**config.mk**
```make
export PLATFORM = sky130hd
export DESIGN_NAME = memory_access_unit
export DESIGN_NICKNAME = d
export VERILOG_FILES = /design/src/rtl/memory_access_unit_pkg.sv /design/src/rtl/memory_access_unit_lane.sv /design/src/rtl/memory_access_unit.sv
export SDC_FILE = /design/constraint.sdc
export NUM_CORES = 1
export LEC_CHECK = 0
export BUFFER_PORTS_ARGS = -buffer_cell sky130_fd_sc_hd__buf_4
export CAP_MARGIN = 10
export CORE_ASPECT_RATIO = 0.6
export CORE_MARGIN = 4
export CORE_UTILIZATION = 30
export CTS_CLUSTER_DIAMETER = 80
export CTS_CLUSTER_SIZE = 24
export DETAILED_ROUTE_END_ITERATION = 8
export GPL_ROUTABILITY_DRIVEN = 0
export PLACE_DENSITY_LB_ADDON = 0.2
export SETUP_SLACK_MARGIN = 0.05
export SLEW_MARGIN = 30
export SYNTH_ARGS = -nofsm -noshare
export SYNTH_HDL_FRONTEND = slang
export SYNTH_SLANG_ARGS = --single-unit
```
**constraint.sdc**
```tcl
create_clock -name clk -period 2.82 [get_ports clk]
set_input_delay 0.282 -clock clk [delete_from_list [all_inputs] [get_ports clk]]
set_output_delay 0.282 -clock clk [all_outputs]
set_load 0.005 [all_outputs]
```
**src/rtl/memory_access_unit_pkg.sv**
```systemverilog
// Shared types for the memory access unit: access size, exception mask and
// the acceptance-time exception check.
package memory_access_unit_pkg;

  // Access size requested by the core; 2'd3 is an illegal encoding.
  typedef enum logic [1:0] {
    MEM_BYTE = 2'd0,
    MEM_HALF = 2'd1,
    MEM_WORD = 2'd2
  } mem_access_t;

  // Exception mask reported with core_done; misaligned is bit 0.
  typedef struct packed {
    logic write_protect;
    logic illegal_access;
    logic out_of_range;
    logic misaligned;
  } mem_exception_mask_t;

  localparam int WORD_W = 32;

  // Every check is evaluated independently, so several bits may be set at once.
  function automatic mem_exception_mask_t mau_check(
    input logic [31:0] addr,
    input mem_access_t access,
    input logic        wr,
    input logic [3:0]  bank,
    input int          addr_bits,
    input logic        read_only
  );
    mem_exception_mask_t m;
    m = '0;
    case (access)
      MEM_BYTE, MEM_HALF, MEM_WORD: m.illegal_access = 1'b0;
      default:                      m.illegal_access = 1'b1;
    endcase
    m.misaligned    = ((access == MEM_HALF) && addr[0]) ||
                      ((access == MEM_WORD) && (addr[1:0] != 2'b00));
    m.out_of_range  = (addr[31:28] != bank) ||
                      ((addr[27:0] >> (addr_bits + 2)) != 28'd0);
    m.write_protect = wr && read_only;
    return m;
  endfunction

endpackage

```
**src/rtl/memory_access_unit_lane.sv**
```systemverilog
// Lane logic: extracts and extends a load lane from a RAM word, and merges a
// sub-word store into a RAM word for read-modify-write.
module mau_lane_logic
  import memory_access_unit_pkg::*;
(
  input  logic [WORD_W-1:0] word_i,
  input  logic [1:0]        lane_i,
  input  mem_access_t       access_i,
  input  logic              signed_i,
  input  logic [WORD_W-1:0] wdata_i,
  output logic [WORD_W-1:0] ld_data_o,
  output logic [WORD_W-1:0] st_word_o
);

  logic [7:0]  byte_sel;
  logic [15:0] half_sel;
  logic [4:0]  shamt;
  logic [31:0] mask;

  // Select the addressed lane and build the merge mask for that lane.
  always_comb begin
    shamt     = {lane_i, 3'b000};
    ld_data_o = word_i;
    st_word_o = wdata_i;
    mask      = '0;
    case (lane_i)
      2'd0:    byte_sel = word_i[7:0];
      2'd1:    byte_sel = word_i[15:8];
      2'd2:    byte_sel = word_i[23:16];
      default: byte_sel = word_i[31:24];
    endcase
    half_sel = lane_i[1] ? word_i[31:16] : word_i[15:0];
    case (access_i)
      MEM_BYTE: begin
        ld_data_o = {{24{signed_i & byte_sel[7]}}, byte_sel};
        mask      = 32'h0000_00FF << shamt;
        st_word_o = (word_i & ~mask) | ({24'b0, wdata_i[7:0]} << shamt);
      end
      MEM_HALF: begin
        ld_data_o = {{16{signed_i & half_sel[15]}}, half_sel};
        mask      = 32'h0000_FFFF << shamt;
        st_word_o = (word_i & ~mask) | ({16'b0, wdata_i[15:0]} << shamt);
      end
      default: begin
        ld_data_o = word_i;
        st_word_o = wdata_i;
      end
    endcase
  end

endmodule

```
**src/rtl/memory_access_unit.sv**
```systemverilog
// Memory access unit: turns core byte/half/word loads and stores into accesses
// on one word-wide synchronous RAM without byte enables (sub-word stores are
// read-modify-write), and reports alignment/range/type/protection faults.
module memory_access_unit
  import memory_access_unit_pkg::*;
#(
  parameter logic [3:0] BANK      = 4'h1,
  parameter int         ADDR_BITS = 10,
  parameter logic       READ_ONLY = 1'b0
) (
  input  logic                  clk,
  input  logic                  rst,
  input  logic                  core_req,
  input  logic [31:0]           core_addr,
  input  logic                  core_wr_ena,
  input  logic [31:0]           core_wr_data,
  input  mem_access_t           core_access,
  input  logic                  core_signed,
  output logic                  core_busy,
  output logic                  core_done,
  output logic [31:0]           core_rd_data,
  output mem_exception_mask_t   core_exception,
  output logic [ADDR_BITS-1:0]  ram_addr,
  output logic                  ram_wr_ena,
  output logic [31:0]           ram_wr_data,
  input  logic [31:0]           ram_rd_data
);

  typedef enum logic [2:0] {
    S_IDLE, S_READ, S_CAPTURE, S_WRITE, S_RESP
  } state_t;

  state_t               state_q, state_d;
  logic [ADDR_BITS-1:0] ram_addr_q;
  logic [1:0]           lane_q;
  logic                 wr_q;
  logic                 signed_q;
  mem_access_t          access_q;
  logic [31:0]          wdata_q;   // store data, replaced by the merged word in S_CAPTURE
  logic [31:0]          rdata_q;
  mem_exception_mask_t  exc_q;

  logic                 accept;
  mem_exception_mask_t  exc_now;
  logic [31:0]          ld_data;
  logic [31:0]          st_word;

  assign accept  = (state_q == S_IDLE) && core_req;
  assign exc_now = mau_check(core_addr, core_access, core_wr_ena, BANK, ADDR_BITS, READ_ONLY);

  mau_lane_logic u_lane (
    .word_i    (ram_rd_data),
    .lane_i    (lane_q),
    .access_i  (access_q),
    .signed_i  (signed_q),
    .wdata_i   (wdata_q),
    .ld_data_o (ld_data),
    .st_word_o (st_word)
  );

  // State register; reset aborts any access in flight.
  always_ff @(posedge clk) begin
    if (rst) state_q <= S_IDLE;
    else     state_q <= state_d;
  end

  // Next-state: faults go straight to the response, word stores skip the read.
  always_comb begin
    state_d = state_q;
    case (state_q)
      S_IDLE: begin
        if (core_req) begin
          if (exc_now != '0)                                 state_d = S_RESP;
          else if (core_wr_ena && (core_access == MEM_WORD)) state_d = S_WRITE;
          else                                               state_d = S_READ;
        end
      end
      S_READ:    state_d = S_CAPTURE;
      S_CAPTURE: state_d = wr_q ? S_WRITE : S_RESP;
      S_WRITE:   state_d = S_RESP;
      S_RESP:    state_d = S_IDLE;
      default:   state_d = S_IDLE;
    endcase
  end

  // Outputs decoded from state; response data is zero outside S_RESP.
  always_comb begin
    core_busy      = (state_q != S_IDLE);
    core_done      = (state_q == S_RESP);
    core_rd_data   = (state_q == S_RESP) ? rdata_q : 32'd0;
    core_exception = (state_q == S_RESP) ? exc_q : '0;
    ram_wr_ena     = (state_q == S_WRITE);
    ram_wr_data    = (state_q == S_WRITE) ? wdata_q : 32'd0;
  end

  assign ram_addr = ram_addr_q;

  // Request latch at acceptance and lane result capture after the RAM read.
  always_ff @(posedge clk) begin
    if (rst) begin
      ram_addr_q <= '0;
      lane_q     <= '0;
      wr_q       <= 1'b0;
      signed_q   <= 1'b0;
      access_q   <= MEM_BYTE;
      wdata_q    <= '0;
      rdata_q    <= '0;
      exc_q      <= '0;
    end else begin
      if (accept) begin
        lane_q   <= core_addr[1:0];
        wr_q     <= core_wr_ena;
        signed_q <= core_signed;
        access_q <= core_access;
        wdata_q  <= core_wr_data;
        rdata_q  <= '0;
        exc_q    <= exc_now;
        // A faulting access never touches the RAM, so the address holds.
        if (exc_now == '0) ram_addr_q <= core_addr[ADDR_BITS+1:2];
      end
      if (state_q == S_CAPTURE) begin
        if (wr_q) wdata_q <= st_word;
        else      rdata_q <= ld_data;
      end
    end
  end

endmodule

```
==> run metrics, run 1 <==
Avg Cell Area, Syn=7.91 µm²; syn nets=781; sw frac=0.284; Worst Setup End Kind=flip-flop; HP Start=core_signed; vias in the first global route=5,500; Yosys top cell area share=0.323; fin. max-slew vios=0; initial antenna violation count=0; GRT Total Usage=0.208; total power=3200 µW; maximum clock path buffer count=2; Synth Flop Type=dfxtp_1; Internal=2290 µW; core area=17,300 µm²; sequential area share after synthesis=0.323; Die Area=20,000 µm²; worst slew pin tran=713 ps; Register-to-Register Path Depth=6; met1 usage=0.331; clock buffers created by TritonCTS=9; synthesis-to-finish area growth=35.1%; # rows=37; initial core utilization=0.309; PD cells=444 nW/µm²; WL/cell=20.4 µm; Hold Fails Final Rpt=0; Routed Antenna Nets=0; Die Wd=180 µm; CP Max Fanout=16; share of cells above drive strength 1=0.280; clk_lat worst skew=350 ps; clock sinks=86; # diodes=0; Worst EP arrival=2440 ps; Max VDD drop=251 µV; final WL=21,800 µm; Synth warnings=0; GRT Max-Usage Layer=met1; vias per cell=5.61; clk_skew=12.9 ps; final worst path period share=0.793; Post-Place Cells=1,052; post-CTS setup buffer count=0; reg-to-reg slack, setup=580 ps; combinational power share=0.181; Net Sw Power=909 µW; status=finished, final reports clean; grt met2 use=0.271; Worst Path Required=3030 ps; post-cts sizing count=0; GRT overflow=0; DRC viols=0; routing usage on met3=0.0557; Final #Nets=936; worst setup path class=flip-flop to flip-flop; Fillers=1,765; top area cells in the synthesized netlist=dfxtp_1 (32%), and2_1 (8.3%), a21oi_1 (7.7%); Mapped Cells=674; Worst-path clk slew=70 ps; RR Endpoint=rdata_q[25]$_SDFF_PP0_; FFs w/ async S/R, synth=0; HP Class=primary input to flip-flop; sequential share of power=0.410; worst hold path depth=3; HPWL after detailed placement=16,600 µm; post-layout util=0.417; Clk network pwr share=0.409; Die Y=111 µm; starting DRC count in detailed routing=849; area leader, netlist=dfxtp_1; post-route setup TNS=0 ps; Syn Std Cell Area=5330 µm²; setup ws final=584 ps; Rel. slew slack=0.511; Synth cell types=64; Leak=0.00290 µW; CTS Root Buffer Type=clkbuf_16; Yosys reg bits=86; Final setup viols=0; hold path endpoint=signed_q$_SDFFE_PP0P_; Port Buf Inserts=182; first-pass GRT wire length=33,100 µm; fmax=0.447 GHz; post-route insts no fill=1,067; htree depth=3; Post-Place Setup Slack=635 ps; cts hold-fix bufs=0; TritonRoute pass-1 iters=8; Setup crit start kind=flip-flop; CTS tree=yes; pin count of the biggest net entering global routing=45; I/O pin cnt=184; RSZ-0062 raised after global routing=no; Post-synth EDFFs=0; Vias=5,985; Tmin final=2240 ps; MaxCap Viol Count=0; Worst R2R Start=lane_q[1]$_SDFFE_PP0P_
==> through the flow <==
step                      hold slack [ps]  cell area [µm²]
final                                 187             7210
after global routing                  202             7210
after CTS                             183             7210
after detailed placement              443             6890
after global placement                440             6890
after floorplan                       418             5330
==> worst max-delay path, stage by stage, from the launching register on <==
cell and delay (ps):
dfxtp_1 330, clkinv_1 280, ha_1 430, a22o_1 270, o211ai_1 220, a31o_2 420
a211oi_1 130
==> power by group through the flow <==
stage               Clock, µW  Sequential [µW]  Combinational [µW]
global route             1370             1320                 623
global placement            0             1340                 567
CTS                      1330             1310                 566
floorplan                   0             1310                 321
detailed placement          0             1340                 564
finish                   1310             1310                 578
==> cell usage after synthesis, types with 4 or more instances <==
| cell | n |
|---|---|
| dfxtp_1 | 86 |
| a21oi_1 | 82 |
| nand2_1 | 75 |
| and2_1 | 71 |
| clkbuf_1 | 33 |
| o21ai_0 | 32 |
| a22oi_1 | 28 |
| a211oi_1 | 22 |
| a22o_1 | 18 |
| nand2b_1 | 18 |
| nand3_1 | 18 |
| buf_2 | 16 |
| nor2_1 | 16 |
| a222oi_1 | 11 |
| mux2i_1 | 11 |
| o2bb2ai_1 | 9 |
| a31oi_1 | 8 |
| o21a_1 | 8 |
| o22ai_1 | 8 |
| a221o_1 | 7 |
| a221oi_1 | 6 |
| inv_1 | 6 |
| o221ai_1 | 6 |
| nor2b_1 | 5 |
| o211ai_1 | 5 |
| a311oi_1 | 4 |
| buf_4 | 4 |
| ha_1 | 4 |
| nor3_1 | 4 |
| nor4_1 | 4 |
==> layer usage <==
layer  wire, µm  share of wire
met3       2280           0.10
met2       8390           0.38
met4        297          0.014
met5          0              0
met1      10800           0.50
==> area by class of cell <==
cell class / count / area [µm²] / share of cell area
multi-input combinational: 521 / 3320 / 0.460
sequential: 86 / 1720 / 0.239
timing repair buffer: 203 / 1520 / 0.211
tap: 234 / 293 / 0.0406
clock buffer: 9 / 225 / 0.0313
clock inverter: 6 / 93.8 / 0.0130
inverter: 8 / 30.0 / 0.00417
==> cell usage in the layout (no fill, tap or decap), types with 9 or more instances in the layout <==
cell         n
a211oi_1    22
a21oi_1     82
a222oi_1    11
a22o_1      18
a22oi_1     28
and2_1      71
buf_4      203
clkbuf_16    9
dfxtp_1     85
mux2i_1     11
nand2_1     75
nand2b_1    18
nand3_1     18
nor2_1      15
o21ai_0     32
o2bb2ai_1    9
==> kinds of logic (layout without fill, tap and decap cells) <==
family,count (synthesis),count (layout),share of synthesized area
flops,86,86,0.323
mux,13,13,0.0249
simple gates,233,233,0.239
buf+inv,67,226,0.0580
other cells,1,1,0.000703
compound gates,270,270,0.345
fa+ha+maj,4,4,0.00939
==> sequential cells by signal, indices dropped and copies added (netlist names) <==
name,count
access_q,2
exc_q,3
lane_q,2
ram_addr,10
rdata_q,32
signed_q,1
state_q,3
wdata_q,32
wr_q,1
==> worst max-delay path by stage <==
| stage | to | cells past startpoint | start | slack, ps |
|---|---|---|---|---|
| after floorplan | rdata_q[15]$_SDFF_PP0_ | 9 | lane_q[1]$_SDFFE_PP0P_ | 210 |
| after global placement | rdata_q[16]$_SDFF_PP0_ | 6 | lane_q[1]$_SDFFE_PP0P_ | 680 |
| after detailed placement | rdata_q[25]$_SDFF_PP0_ | 6 | lane_q[1]$_SDFFE_PP0P_ | 630 |
| after CTS | rdata_q[25]$_SDFF_PP0_ | 6 | lane_q[1]$_SDFFE_PP0P_ | 620 |
| after global routing | rdata_q[25]$_SDFF_PP0_ | 6 | lane_q[1]$_SDFFE_PP0P_ | 400 |
| final | rdata_q[25]$_SDFF_PP0_ | 6 | lane_q[1]$_SDFFE_PP0P_ | 580 |
(Power assumes the default switching activity.)
==> inputs of run 2 (changes only) <==
--- a/config.mk
+++ b/config.mk
@@ -5,6 +5,7 @@
 export SDC_FILE = /design/constraint.sdc
 export NUM_CORES = 1
 export LEC_CHECK = 0
+export ABC_AREA = 1
 export BUFFER_PORTS_ARGS = -buffer_cell sky130_fd_sc_hd__buf_4
 export CAP_MARGIN = 10
 export CORE_ASPECT_RATIO = 0.6
==> constraint.sdc (replaced) <==
create_clock -name clk -period 2.06 [get_ports clk]
set_input_delay 0.206 -clock clk [delete_from_list [all_inputs] [get_ports clk]]
set_output_delay 0.206 -clock clk [all_outputs]
set_load 0.005 [all_outputs]
==> run 2 against run 1 <==
Clock skew fell by 2.4 ps; via count grew 20%; total power rose by 34%; sequential share of layout area fell by 2.5 points; clock power is 19% higher; routed wire length rose by 6.9%; non-clock buffer count is 11 higher; worst setup slack worse by 390 ps; largest cell class unchanged.
==> run metrics, run 2 <==
Worst Path Required=1850 ps (-1180 ps); Post-Place Cells=1,484 (+41%); post-route setup TNS=0 ps (unchanged); Die Y=118 µm (+6.3%); final worst path period share=0.906; Worst-path clk slew=70 ps (about the same); RSZ-0062 raised after global routing=no; Yosys reg bits=86 (unchanged); clk_skew=10.5 ps (-2.37 ps); synthesis-to-finish area growth=32.6%; maximum clock path buffer count=2 (unchanged); share of cells above drive strength 1=0.208 (-0.0719); Setup crit start kind=flip-flop; final WL=23,300 µm (+6.9%); Rel. slew slack=0.563 (+0.0521); crit-path most repeated cell=nor2_1; Die Area=22,700 µm² (+13%); largest family of logic cells by synthesized area=simple AND/OR/NAND/NOR gates; Net Sw Power=1370 µW (+51%); HPWL after detailed placement=18,100 µm (+9.1%); Post-synth EDFFs=0 (unchanged); pin count of the biggest net entering global routing=53 (+18%); WL met1=11,700 µm (+8.1%); area leader, netlist=dfxtp_1; syn nets=1,170 (+50%); Hold Fails Final Rpt=0 (unchanged); Clk network pwr share=0.362 (-0.047); Register-to-Register Path Depth=8 (+2); reg-to-reg slack, setup=210 ps (-370 ps); cts hold-fix bufs=0 (unchanged); FFs w/ async S/R, synth=0 (unchanged); Worst EP arrival=1660 ps (-780 ps); TritonRoute pass-1 iters=5 (-3); first-pass GRT wire length=36,400 µm (+9.8%); RR Endpoint=rdata_q[17]$_SDFF_PP0_; setup ws final=193 ps (-391 ps); HP Class=primary input to flip-flop; CP Max Fanout=28 (+12); I/O pin cnt=184 (unchanged); sequential area share after synthesis=0.283 (-0.0397); MaxCap Viol Count=0 (unchanged); Tmin final=1870 ps; commonest cells after routing, fill and taps aside=nand2_1 (249), buf_4 (210), inv_1 (162); Internal=2920 µW (+27%); top area cells in the synthesized netlist=dfxtp_1 (28%), nand2_1 (15%), inv_1 (10%); critical path endpoint=core_rd_data[21]; Max VDD drop=370 µV (+47%); complex-gate fraction of the synthesized area=0.240 (-0.105); combinational power share=0.222 (+0.041); core area=20,000 µm² (+16%); slowest CP cell=dfxtp_1; Mapped Cells=1,063 (+58%); adder-cell share of the synthesized area=0.00823 (-0.00115); Port Buf Inserts=182 (unchanged); Synth cell types=36 (-44%); sw frac=0.320 (+0.0359); Post-Place Setup Slack=248 ps (-386 ps); CP startpoint=state_q[1]$_SDFFE_PP0P_; worst setup path class=flip-flop to output port; most common cell in the synthesized netlist=nand2_1; Worst R2R Start=lane_q[1]$_SDFFE_PP0P_; most common cell after layout, fill and taps aside=nand2_1; htree depth=3 (unchanged); fmax=0.536 GHz; post-synthesis mux area share=0 (-0.0249); CTS tree=yes; most frequent cells after synthesis=nand2_1 (250), inv_1 (162), nor2_1 (142), a21oi_1 (103), o21ai_0 (101); initial core utilization=0.304 (-0.00437); clock sinks=86 (unchanged); xor/xnor share of the synthesized area=0 (unchanged); Leak=0.00390 µW (+35%); Die Wd=192 µm (+6.5%); # diodes=0 (unchanged); WL/cell=15.5 µm (-24%); vias per cell=4.80 (-14%); sequential share of power=0.416 (+0.006); worst slew pin tran=654 ps (-58.5 ps); max layer used=met4; Yosys top cell area share=0.283 (-0.0397); starting DRC count in detailed routing=539 (-37%); Syn Std Cell Area=6080 µm² (+14%); clk_lat worst skew=350 ps (about the same); Avg Cell Area, Syn=5.72 µm² (-28%); Routed Antenna Nets=0 (unchanged); Final setup viols=0 (unchanged); # rows=40 (+8.1%); vias in the first global route=6,469 (+18%); Worst Setup End Kind=output port; WL met3=2190 µm (-4.2%); simple-gate portion of the synthesized area=0.309 (+0.0700); Final #Nets=1,329 (+42%); DRC viols=0 (unchanged); initial antenna violation count=0 (unchanged); CP max stage delay=350 ps (-80 ps); Min Hold Slack=73.8 ps (-113 ps); metal2 WL=9060 µm (+7.9%); Synth Flop Type=dfxtp_1; PD cells=533 nW/µm² (+20%); clock buffers created by TritonCTS=9 (unchanged); GRT overflow=0 (unchanged); CTS Root Buffer Type=clkbuf_16; critical path cell sequence=inv_2, nand2_1, nor2_1, bufinv_8, buf_12, nor2_1, buf_4; Synth warnings=0 (unchanged); Vias=7,201 (+20%); GRT Total Usage=0.202 (-0.00570); post-route insts no fill=1,500 (+41%); status=finished, final reports clean; fin. max-slew vios=0 (unchanged)
[run 2: cell count changes in the layout (fill, tap and decap cells not counted), moves of 22 or more]
cell,change
a211oi_1,-22
a22oi_1,-28
and2_1,-71
inv_1,+156
nand2_1,+174
nand3_1,+29
nor2_1,+126
o21ai_0,+69
o21ai_1,+23
[run 2: cell families (layout without fill, tap and decap cells)]
kind of cell,after synthesis,in the layout
AND/OR/NAND/NOR,457,457
AO/OA/AOI/OAI,275,275
buffers and inverters,240,404
flip-flops,86,86
adder cells (fa/ha/maj),4,4
other,1,1
[run 2: power by group through the flow]
stage | Clock (µW) | Combinational (µW) | Sequential (µW)
global route | 1670 | 1060 | 1790
floorplan | 0 | 554 | 1800
global placement | 0 | 932 | 1820
CTS | 1610 | 938 | 1780
finish | 1560 | 951 | 1790
detailed placement | 0 | 934 | 1820
[run 2: worst min-delay path by stage]
stage | startpoint | end | cells past startpoint
5_1_grt | core_addr[5] | ram_addr[3]$_SDFFE_PP0P_ | 3
2_1_floorplan | core_signed | signed_q$_SDFFE_PP0P_ | 2
3_5_place_dp | core_addr[5] | ram_addr[3]$_SDFFE_PP0P_ | 3
6_report | core_addr[3] | ram_addr[1]$_SDFFE_PP0P_ | 3
3_3_place_gp | core_addr[9] | ram_addr[7]$_SDFFE_PP0P_ | 3
4_1_cts | core_addr[5] | ram_addr[3]$_SDFFE_PP0P_ | 3
[run 2: layout make-up]
| cell class | instances | area, µm² |
|---|---|---|
| Tap cell | 273 | 342 |
| Inverter | 174 | 667 |
| Sequential cell | 86 | 1720 |
| Fill cell | 2233 | 11900 |
| Timing Repair Buffer | 214 | 1660 |
| Multi-Input combinational cell | 737 | 3400 |
| Clock inverter | 6 | 45.0 |
| Clock buffer | 10 | 229 |
[run 2: routing by layer]
metal | global-route usage | up-vias
met3 | 0.0543 | 22
met4 | 0.0480 | 0
met2 | 0.269 | 292
li1 | - | 3681
met5 | 0 | -
met1 | 0.315 | 3206
[run 2: worst max-delay path, delay by kind of cell, from the launching register on]
family,cells,cell delay (ps)
flops,1,350
buf+inv,4,590
simple gates,3,360
[run 2: stage by stage]
step / util / power [µW] / instance area, µm²
floorplan: - / 2350 / 6080
global placement: 0.389 / 2750 / 7770
detailed placement: 0.389 / 2760 / 7770
CTS: 0.403 / 4330 / 8040
global route: 0.404 / 4530 / 8060
finish: 0.404 / 4290 / 8060
[run 2: repair_timing]
| action | 4_1_cts | 5_1_grt |
|---|---|---|
| resized for setup | 1 | 3 |
| cloned | 0 | 0 |
| setup buffers | 0 | 0 |
| endpoints found under the setup margin | 1 | 38 |
==> inputs of run 3 (changes only) <==
--- a/config.mk
+++ b/config.mk
@@ -5,7 +5,6 @@
 export SDC_FILE = /design/constraint.sdc
 export NUM_CORES = 1
 export LEC_CHECK = 0
-export ABC_AREA = 1
 export BUFFER_PORTS_ARGS = -buffer_cell sky130_fd_sc_hd__buf_4
 export CAP_MARGIN = 10
 export CORE_ASPECT_RATIO = 0.6
==> run 3 against run 2 <==
Sequential power about the same; critical path depth unchanged; cell count down 28%; maximum frequency down 0.71%; core utilization up 2.4 points; total power down 2.1%; combinational power down 12%; sequential share of layout area up 2.1 points; critical path type is now flip-flop to flip-flop; largest power group unchanged.
==> run metrics, run 3 (synthesis gave the netlist of run 1 again) <==
status=finished, final reports clean; GRT Total Usage=0.213 (+0.0112); HP Start=core_addr[2]; vias in the first global route=5,825 (-10%); worst hold path depth=3 (unchanged); Post-Place Setup Slack=-22.3 ps (-271 ps); Setup crit start kind=flip-flop; Hold Fails Final Rpt=0 (unchanged); DRC viols=0 (unchanged); Die Area=20,000 µm² (-12%); Final #Nets=953 (-28%); worst setup path class=flip-flop to flip-flop; fin. max-slew vios=0 (unchanged); I/O pin cnt=184 (unchanged); HP Class=primary input to flip-flop; worst slew pin tran=663 ps (+9.07 ps); CTS Root Buffer Type=clkbuf_16; Min Hold Slack=122 ps (+48.0 ps); clk_lat worst skew=340 ps (about the same); MaxCap Viol Count=0 (unchanged); CTS tree=yes; clk_skew=8.16 ps (-2.39 ps); most common cell after layout, fill and taps aside=buf_4; Worst-path clk slew=70 ps (about the same); PD cells=569 nW/µm² (+6.8%); RSZ-0062 raised after global routing=no; Rel. slew slack=0.556 (-0.00751); cts hold-fix bufs=0 (unchanged); Routed Antenna Nets=0 (unchanged); post-layout util=0.428 (+0.0241); WL/cell=20.3 µm (+30%); WL met1=10,900 µm (-7.2%); initial antenna violation count=0 (unchanged); initial core utilization=0.309 (+0.00437); first-pass GRT wire length=34,500 µm (-5.0%); final instance area=7380 µm² (-8.4%); core area=17,300 µm² (-14%); maximum clock path buffer count=2 (unchanged); clock sinks=86 (unchanged); Port Buf Inserts=182 (unchanged); post-route insts no fill=1,085 (-28%); fmax=0.532 GHz (-0.71%); Fillers=1,789 (-20%); WL met3=2120 µm (-3.2%); Leak=0.00298 µW (-24%); # diodes=0 (unchanged); synthesis-to-finish area growth=38.5%; Worst EP arrival=2090 ps (+430 ps); Post-Place Cells=1,066 (-28%); reg-to-reg slack, setup=180 ps (-30 ps); final WL=22,000 µm (-5.7%); Vias=6,036 (-16%); Worst R2R Start=lane_q[1]$_SDFFE_PP0P_; setup ws final=179 ps (-13.4 ps); final worst path period share=0.913 (+0.00649); Max VDD drop=280 µV (-24%); Tmin final=1880 ps (+13.4 ps); htree depth=3 (unchanged); CP Max Fanout=10 (-64%); cell area after placement=7040 µm² (-9.3%); Worst Path Required=2270 ps (+420 ps); metal2 WL=8750 µm (-3.3%); commonest cells after routing, fill and taps aside=buf_4 (216), a21oi_1 (81), dfxtp_1 (80); vias per cell=5.56 (+16%); RR Endpoint=rdata_q[5]$_SDFF_PP0_; pin count of the biggest net entering global routing=56 (+5.7%); hold path endpoint=ram_addr[0]$_SDFFE_PP0P_; share of cells above drive strength 1=0.307 (+0.0989); GRT overflow=0 (unchanged); Register-to-Register Path Depth=7 (-1); Die Wd=180 µm (-6.1%); HPWL after detailed placement=16,600 µm (-8.1%); starting DRC count in detailed routing=648 (+20%); clock buffers created by TritonCTS=9 (unchanged); Final setup viols=0 (unchanged); # rows=37 (-7.5%); Die Y=111 µm (-5.9%); TritonRoute pass-1 iters=8 (+3); Worst Setup End Kind=flip-flop; max layer used=met4
-- run 3: cell types whose count changed in the layout (fill, tap and decap cells not counted), moves of 23 or more --
cell     change
nand2_1    -174
inv_1      -156
nor2_1     -126
and2_1      +71
o21ai_0     -69
nand3_1     -29
a22oi_1     +28
o21ai_1     -23
-- run 3: cell type report --
class | instances | area, µm² | area share
inverters | 8 | 35.0 | 0.00474
repair buffers | 220 | 1690 | 0.229
flip-flops and latches | 86 | 1730 | 0.234
clock inverters | 6 | 46.3 | 0.00627
clock buffers | 10 | 239 | 0.0324
well taps | 234 | 293 | 0.0396
multi-input cells | 521 | 3350 | 0.454
-- run 3: how the worst max path moves through the flow --
| stage | from | endpoint | slack (ps) | cells past startpoint |
|---|---|---|---|---|
| 6_report | lane_q[1]$_SDFFE_PP0P_ | rdata_q[5]$_SDFF_PP0_ | 180 | 7 |
| 5_1_grt | state_q[1]$_SDFFE_PP0P_ | ram_wr_data[1] | 60 | 6 |
| 4_1_cts | state_q[0]$_SDFFE_PP0P_ | ram_addr[4]$_SDFFE_PP0P_ | 40 | 4 |
| 3_5_place_dp | state_q[0]$_SDFFE_PP0P_ | wdata_q[30]$_SDFFE_PP0P_ | -20 | 4 |
| 3_3_place_gp | state_q[0]$_SDFFE_PP0P_ | wdata_q[31]$_SDFFE_PP0P_ | 80 | 4 |
| 2_1_floorplan | lane_q[0]$_SDFFE_PP0P_ | rdata_q[23]$_SDFF_PP0_ | 50 | 9 |
-- run 3: routing by layer --
| layer | global-route usage | up-vias |
|---|---|---|
| met5 | 0 | - |
| met4 | 0.0327 | 0 |
| met3 | 0.0518 | 23 |
| met2 | 0.296 | 289 |
| met1 | 0.334 | 2854 |
| li1 | - | 2870 |
-- run 3: worst max-delay path, stage by stage, from the launching register on --
cell	delay (ps)
dfxtp_2	380
clkinv_4	120
ha_1	210
buf_4	190
a222oi_1	350
o21ai_0	130
a22oi_1	260
a211oi_1	110
-- run 3: report_power, final --
part           internal (µW)  switching, µW
Clock                    857            722
Combinational            384            453
Sequential              1720           67.7
-- run 3: stage by stage --
step                power [µW]  setup TNS [ps]
finish                    4200               0
floorplan                 2230               0
global placement          2630               0
detailed placement        2630           -51.5
global route              4390               0
CTS                       4210               0
-- run 3: what timing repair did --
item,4_1_cts,5_1_grt
setup buffers,0,3
endpoints found under the setup margin,10,108
pin swaps,0,2
hold endpoints to repair,0,0
resized for setup,2,7
